<file path="config.mk">
export PLATFORM = sky130hd
export DESIGN_NAME = iv_keystream_ctrl_flat
export DESIGN_NICKNAME = d
export VERILOG_FILES = /design/src/rtl/iv_keystream_ctrl_if.sv /design/src/rtl/iv_keystream_ctrl.sv /design/src/flat_wrapper.sv
export SDC_FILE = /design/constraint.sdc
export NUM_CORES = 1
export LEC_CHECK = 0
export CELL_PAD_IN_SITES_DETAIL_PLACEMENT = 2
export CELL_PAD_IN_SITES_GLOBAL_PLACEMENT = 2
export CORE_AREA = 2 2 310 312
export CTS_CLUSTER_SIZE = 10
export DETAILED_ROUTE_END_ITERATION = 7
export DIE_AREA = 0 0 312 314
export PLACE_DENSITY = 0.63
export SYNTH_ARGS = -nofsm -noshare
export SYNTH_HDL_FRONTEND = slang
export SYNTH_SLANG_ARGS = --single-unit
</file>
<file path="constraint.sdc">
create_clock -name clk -period 2.5 [get_ports clk]
set_clock_uncertainty 0.15 [all_clocks]
set_input_delay 0.5 -clock clk [delete_from_list [all_inputs] [get_ports clk]]
set_output_delay 0.5 -clock clk [all_outputs]
set_load 0.01 [all_outputs]
</file>
<file path="src/rtl/iv_keystream_ctrl_if.sv">
// iv_keystream_ctrl_if: control, keystream and core-side signals of the keystream sequencer
interface iv_keystream_ctrl_if;
  logic start;
  logic abort;
  logic mode;
  logic [15:0] nblocks;
  logic [127:0] key_in;
  logic [127:0] iv_in;
  logic busy;
  logic [127:0] ks_data;
  logic ks_valid;
  logic ks_ready;
  logic ks_last;
  logic timeout;
  logic core_ld;
  logic [127:0] core_key;
  logic [127:0] core_iv;
  logic core_done;
  logic [127:0] core_iv_out;
  modport master (
    output start, abort, mode, nblocks, key_in, iv_in, ks_ready, core_done, core_iv_out,
    input busy, ks_data, ks_valid, ks_last, timeout, core_ld, core_key, core_iv
  );
  modport slave (
    input start, abort, mode, nblocks, key_in, iv_in, ks_ready, core_done, core_iv_out,
    output busy, ks_data, ks_valid, ks_last, timeout, core_ld, core_key, core_iv
  );
endinterface

</file>
<file path="src/rtl/iv_keystream_ctrl.sv">
// iv_keystream_ctrl: sequences an AES IV core to emit OFB/CTR keystream blocks through a one-entry buffer
module iv_keystream_ctrl #(
  parameter int CTR_W = 32,
  parameter int TIMEOUT = 31
) (
  input logic clk,
  input logic rst_n,
  iv_keystream_ctrl_if.slave bus
);
  typedef enum logic [1:0] {IDLE, ISSUE, WAIT, ERR} state_t;
  localparam logic [127:0] CTR_MASK = CTR_W >= 128 ? {128{1'b1}} : (128'(1) << CTR_W) - 128'(1);
  localparam logic [7:0] WD_MAX = 8'(TIMEOUT - 1);
  state_t state, state_nx;
  logic [127:0] key_q, iv_q, data_q, iv_ctr;
  logic mode_q, valid_q, last_q, busy_q, tmo_q;
  logic [15:0] rem_q;
  logic [7:0] wd_q;
  logic start_acc, buf_free, hs, ld, expire;
  always_comb begin
    start_acc = state == IDLE && bus.start && bus.nblocks != 16'd0;
    buf_free = !valid_q || bus.ks_ready;
    hs = valid_q && bus.ks_ready;
    ld = state == ISSUE && buf_free && !bus.abort;
    expire = state == WAIT && !bus.core_done && wd_q == WD_MAX;
    iv_ctr = (iv_q & ~CTR_MASK) | ((iv_q + 128'(1)) & CTR_MASK);
    state_nx = bus.abort ? IDLE :
      state == IDLE ? (start_acc ? ISSUE : IDLE) :
      state == ISSUE ? (buf_free ? WAIT : ISSUE) :
      state == WAIT ? (bus.core_done ? (rem_q == 16'd1 ? IDLE : ISSUE) : (expire ? ERR : WAIT)) :
      IDLE;
  end
  always_ff @(posedge clk or negedge rst_n)
    if (!rst_n) state <= IDLE;
    else state <= state_nx;
  always_ff @(posedge clk or negedge rst_n)
    if (!rst_n) begin
      key_q <= '0;
      iv_q <= '0;
      data_q <= '0;
      mode_q <= 1'b0;
      valid_q <= 1'b0;
      last_q <= 1'b0;
      busy_q <= 1'b0;
      tmo_q <= 1'b0;
      rem_q <= '0;
      wd_q <= '0;
    end else if (bus.abort) begin
      valid_q <= 1'b0;
      last_q <= 1'b0;
      busy_q <= 1'b0;
    end else begin
      if (start_acc) begin
        key_q <= bus.key_in;
        iv_q <= bus.iv_in;
        mode_q <= bus.mode;
        rem_q <= bus.nblocks;
        tmo_q <= 1'b0;
        busy_q <= 1'b1;
      end else if (state == IDLE && hs && last_q) busy_q <= 1'b0;
      if (hs) begin
        valid_q <= 1'b0;
        last_q <= 1'b0;
      end
      if (ld) wd_q <= '0;
      // the core does not hold its result, so it is captured in the done cycle only
      if (state == WAIT) begin
        if (bus.core_done) begin
          data_q <= bus.core_iv_out;
          valid_q <= 1'b1;
          last_q <= rem_q == 16'd1;
          rem_q <= rem_q - 16'd1;
          iv_q <= mode_q ? iv_ctr : bus.core_iv_out;
        end else if (expire) begin
          tmo_q <= 1'b1;
          busy_q <= 1'b0;
          valid_q <= 1'b0;
        end else wd_q <= wd_q + 8'd1;
      end
    end
  assign bus.busy = busy_q;
  assign bus.ks_data = data_q;
  assign bus.ks_valid = valid_q;
  assign bus.ks_last = last_q;
  assign bus.timeout = tmo_q;
  assign bus.core_ld = ld;
  assign bus.core_key = key_q;
  assign bus.core_iv = iv_q;
endmodule

</file>
<file path="src/flat_wrapper.sv">
// flat-port wrapper written by rule: the top's interface ports become plain ports
module iv_keystream_ctrl_flat 
#(
  parameter int CTR_W = 32,
  parameter int TIMEOUT = 31
)
  (clk, rst_n, bus_start, bus_abort, bus_mode, bus_nblocks, bus_key_in, bus_iv_in, bus_ks_ready, bus_core_done, bus_core_iv_out, bus_busy, bus_ks_data, bus_ks_valid, bus_ks_last, bus_timeout, bus_core_ld, bus_core_key, bus_core_iv);
  iv_keystream_ctrl_if bus_i ();
  input logic clk;
  input logic rst_n;
  input wire logic [$bits(bus_i.start)-1:0] bus_start;
  input wire logic [$bits(bus_i.abort)-1:0] bus_abort;
  input wire logic [$bits(bus_i.mode)-1:0] bus_mode;
  input wire logic [$bits(bus_i.nblocks)-1:0] bus_nblocks;
  input wire logic [$bits(bus_i.key_in)-1:0] bus_key_in;
  input wire logic [$bits(bus_i.iv_in)-1:0] bus_iv_in;
  input wire logic [$bits(bus_i.ks_ready)-1:0] bus_ks_ready;
  input wire logic [$bits(bus_i.core_done)-1:0] bus_core_done;
  input wire logic [$bits(bus_i.core_iv_out)-1:0] bus_core_iv_out;
  output wire logic [$bits(bus_i.busy)-1:0] bus_busy;
  output wire logic [$bits(bus_i.ks_data)-1:0] bus_ks_data;
  output wire logic [$bits(bus_i.ks_valid)-1:0] bus_ks_valid;
  output wire logic [$bits(bus_i.ks_last)-1:0] bus_ks_last;
  output wire logic [$bits(bus_i.timeout)-1:0] bus_timeout;
  output wire logic [$bits(bus_i.core_ld)-1:0] bus_core_ld;
  output wire logic [$bits(bus_i.core_key)-1:0] bus_core_key;
  output wire logic [$bits(bus_i.core_iv)-1:0] bus_core_iv;
  assign bus_i.start = bus_start;
  assign bus_i.abort = bus_abort;
  assign bus_i.mode = bus_mode;
  assign bus_i.nblocks = bus_nblocks;
  assign bus_i.key_in = bus_key_in;
  assign bus_i.iv_in = bus_iv_in;
  assign bus_i.ks_ready = bus_ks_ready;
  assign bus_i.core_done = bus_core_done;
  assign bus_i.core_iv_out = bus_core_iv_out;
  assign bus_busy = bus_i.busy;
  assign bus_ks_data = bus_i.ks_data;
  assign bus_ks_valid = bus_i.ks_valid;
  assign bus_ks_last = bus_i.ks_last;
  assign bus_timeout = bus_i.timeout;
  assign bus_core_ld = bus_i.core_ld;
  assign bus_core_key = bus_i.core_key;
  assign bus_core_iv = bus_i.core_iv;
  iv_keystream_ctrl #(.CTR_W(CTR_W), .TIMEOUT(TIMEOUT)) u_core (.clk(clk), .rst_n(rst_n), .bus(bus_i));
endmodule
</file>
==> reports/qor.csv <==
metric,value,unit
hpwl dp,78000,um
worst r2r src,u_core.rem_q[7],
placed cell count,4006,
Comb pwr share,36.7,%
row cnt,113,
largest vdd supply drop,502,uV
grt ovf,0,
PD cells,901,nW/um^2
routed vias/inst,4.47,
Nets,3221,
failing checks,negative setup slack,
port bufs,795,
Min-Delay Endpoint,u_core.rem_q[14],
"antenna viol nets, final",0,
worst skew pair latency,0.61,ns
status,"finished, violations left",
Critical Path Start Type,input pin,
DR iter-0 viols,705,
"commonest non-fill, non-tap cell in the layout",nand2_1,
Critical Path RT,2.84,ns
Tmin final,2.51,ns
core area,94400,um^2
asr flop ratio synth,100,%
GR Util met2,35.9,%
unrepaired setup endpoints after global routing,true,
Slew headroom,50.5,%
Yosys warnings,0,
WL per Instance,24.4,um
Worst Path Arrival,2.85,ns
Leakage Power,13.4,nW
fillers,10500,
compound-gate portion of the synthesized area,14.4,%
H-Tree Depth,2,
cell area after synthesis,17800,um^2
number of synthesized register bits,415,
endpoints failing hold,0,
Sink Count,415,
FF-to-FF setup slack,0.07,ns
Pre-antenna DRT Iters,4,
DIE HEIGHT,314,um
I/O Pins,796,
met3 GRT Util,6.46,%
Synth Area in Simple Gates,22.1,%
setup ws final,-0.0128,ns
Post-synth EDFFs,0,
post-synth top area cell,dfrtp_1,
Die Area,98000,um^2
multiplexer share of the synthesized area,0.465,%
area share of fa/ha/maj cells after synthesis,0.352,%
f_max,398,MHz
DR DRC count,0,
Hold WC Path Type,in -> reg,
total net switching power,0.00919,W
routed wire length,100000,um
GR Layer Usage met1,22.8,%
clock share of power,26.8,%
Max-Cap Viols,0,
fin area,30300,um^2
fraction of layout cells with a size suffix above 1,10.1,%
clock tree buffer depth,3,
critical setup path kind,in -> reg,
largest family of logic cells by synthesized area,simple AND/OR/NAND/NOR gates,
Util after Layout,32.1,%
Initial Util,18.8,%
WHS Path Cells,4,
"Net Count, Synth",2323,
most frequent cells in the layout,"nand2_1, clkdlybuf4s50_1, dfrtp_1",
initial antenna violation count,24,
Final Cycle Share,101,%
top post-synthesis cells by area,"dfrtp_1, nand2_1, a2bb2oi_1",
Netlist cell types,66,
synth-to-layout area growth,70.7,%
max-slew violation total from the final report,0,
share of the synthesized area in the top cell type,58.5,%
Root Buffer,clkbuf_16,
RR Endpoint,u_core.bus.ks_last,
Syn Area/Cell,9.29,um^2
vias in the first global route,21100,
Via Count,18400,
Net Sw Frac,33.6,%
sequential share of the synthesized area,58.5,%
Flop pwr share,36.5,%
cts bufs inserted,52,
gr busiest metal,met2,
gpl congestion,0.815,
"Max FO, Critical Path",14,
ys flop type,dfrtp_1,
"Cell Area, Placed",28400,um^2
Synth Area in XOR/XNOR,0.641,%
die width,312,um
CTS tree,built,
GRT Total Usage,19.9,%
endpoints failing setup,1,
pin count of the biggest net entering global routing,101,
clock-pin slew on the worst setup and hold paths,0.06,ns
R2R cell count,5,
Least-Margin Pin Slew,0.742,ns
Worst setup EP type,flip-flop,
P_int,0.0181,W
first-pass GRT wire length,146000,um
HP Start,bus_nblocks[14],
Mapped Cells,1911,
fin cells,4115,
## cell usage after synthesis (6+ instances only)
cell       number
nor3_1         17
clkbuf_1       78
xnor2_1         8
buf_2          39
mux2i_1         6
a31oi_1         6
nor2_1         43
nand3_1        25
nand2_1       803
buf_1           6
o22a_1          6
nand4_1        11
a21oi_1        43
and2_1          7
nor4_1          9
dfrtp_1       415
and4_1          6
or4_1           6
o22ai_1       123
inv_1          14
o21ai_0        39
a2bb2oi_1      97
a211oi_1       16
and3_1          8
## sequential cells by signal (all words and copies together) (netlist names), 2 cells and up
name                 cells
u_core.bus.core_iv     128
u_core.bus.core_key    128
u_core.rem_q            16
u_core.state             2
u_core.bus.ks_data     128
u_core.wd_q              8
## stage by stage
step	hold slack, ns	setup WS, ns	setup TNS (ns)	total power (W)
after floorplan	0.0544	-0.0801	-3.20	0.0131
after global placement	0.305	-0.696	-170.77	0.0198
after detailed placement	0.311	-0.726	-186.54	0.0201
after CTS	0.226	0.00287	0	0.0278
after global routing	0.247	-0.00628	-0.0157	0.0288
final	0.230	-0.0128	-0.0128	0.0273
## worst max path at each step
stage / startpoint / endpoint / slack, ns / cells past startpoint
3_3_place_gp: bus_nblocks[4] / u_core.bus.core_iv[18] / -0.70 / 9
5_1_grt: bus_nblocks[0] / u_core.bus.core_iv[95] / -0.006 / 9
6_report: bus_nblocks[4] / u_core.bus.core_key[15] / -0.01 / 12
2_1_floorplan: bus_nblocks[4] / u_core.bus.core_iv[100] / -0.08 / 8
4_1_cts: u_core.bus.core_iv[14] / bus_core_iv[14] / 0.003 / 2
3_5_place_dp: bus_nblocks[4] / u_core.bus.core_iv[24] / -0.73 / 7
## worst max-delay path, cell delays in order
cell and delay [ns]:
clkdlybuf4s50_1 0.44, or4_4 0.56, buf_4 0.16, o41ai_4 0.21
buf_6 0.17, buf_12 0.14, nor2_4 0.05, buf_12 0.15
buf_4 0.17, buf_6 0.14, nand2_1 0.09, nand2_1 0.07
## power by group through the flow
stage	Sequential, W	Clock [W]	Combinational (W)
final	0.00995	0.00733	0.0100
after global routing	0.0102	0.00785	0.0108
after CTS	0.00997	0.00760	0.0102
after detailed placement	0.0100	0	0.0101
after global placement	0.00992	0	0.00986
after floorplan	0.0107	0	0.00243
## layout make-up
class	instances	area [um^2]	share of cell area (%)
Antenna cell	9	22.5	0.0743
Clock buffer	79	1530	5.06
Clock inverter	7	71.3	0.235
Inverter	14	52.6	0.173
Multi-Input combinational cell	1353	6880	22.7
Sequential cell	415	10400	34.3
Tap cell	1265	1580	5.22
Timing Repair Buffer	973	9770	32.2
## repair_timing
action                                 4_1_cts  5_1_grt
endpoints found under the hold margin       25        0
hold buffers                                 1        0
buffers inserted                             6        5
cloned                                       1        1
pin swaps                                    3       10
gates resized for setup                     18       19
setup endpoints to repair                  145      158
## metal layers
metal | routed length (um) | part of all wire [%]
met1 | 39400 | 39
met2 | 51300 | 51
met3 | 7440 | 7.4
met4 | 2040 | 2.0
met5 | 169 | 0.17
## kinds of logic (layout without fill, tap and decap cells)
family,count (synthesis),after routing
compound gates,364,364
mux,8,8
flops,415,415
other cells,0,9
xor+xnor,13,13
fa+ha+maj,5,5
buf+inv,143,1073
simple gates,963,963
Power figures use the tool's default switching activity.
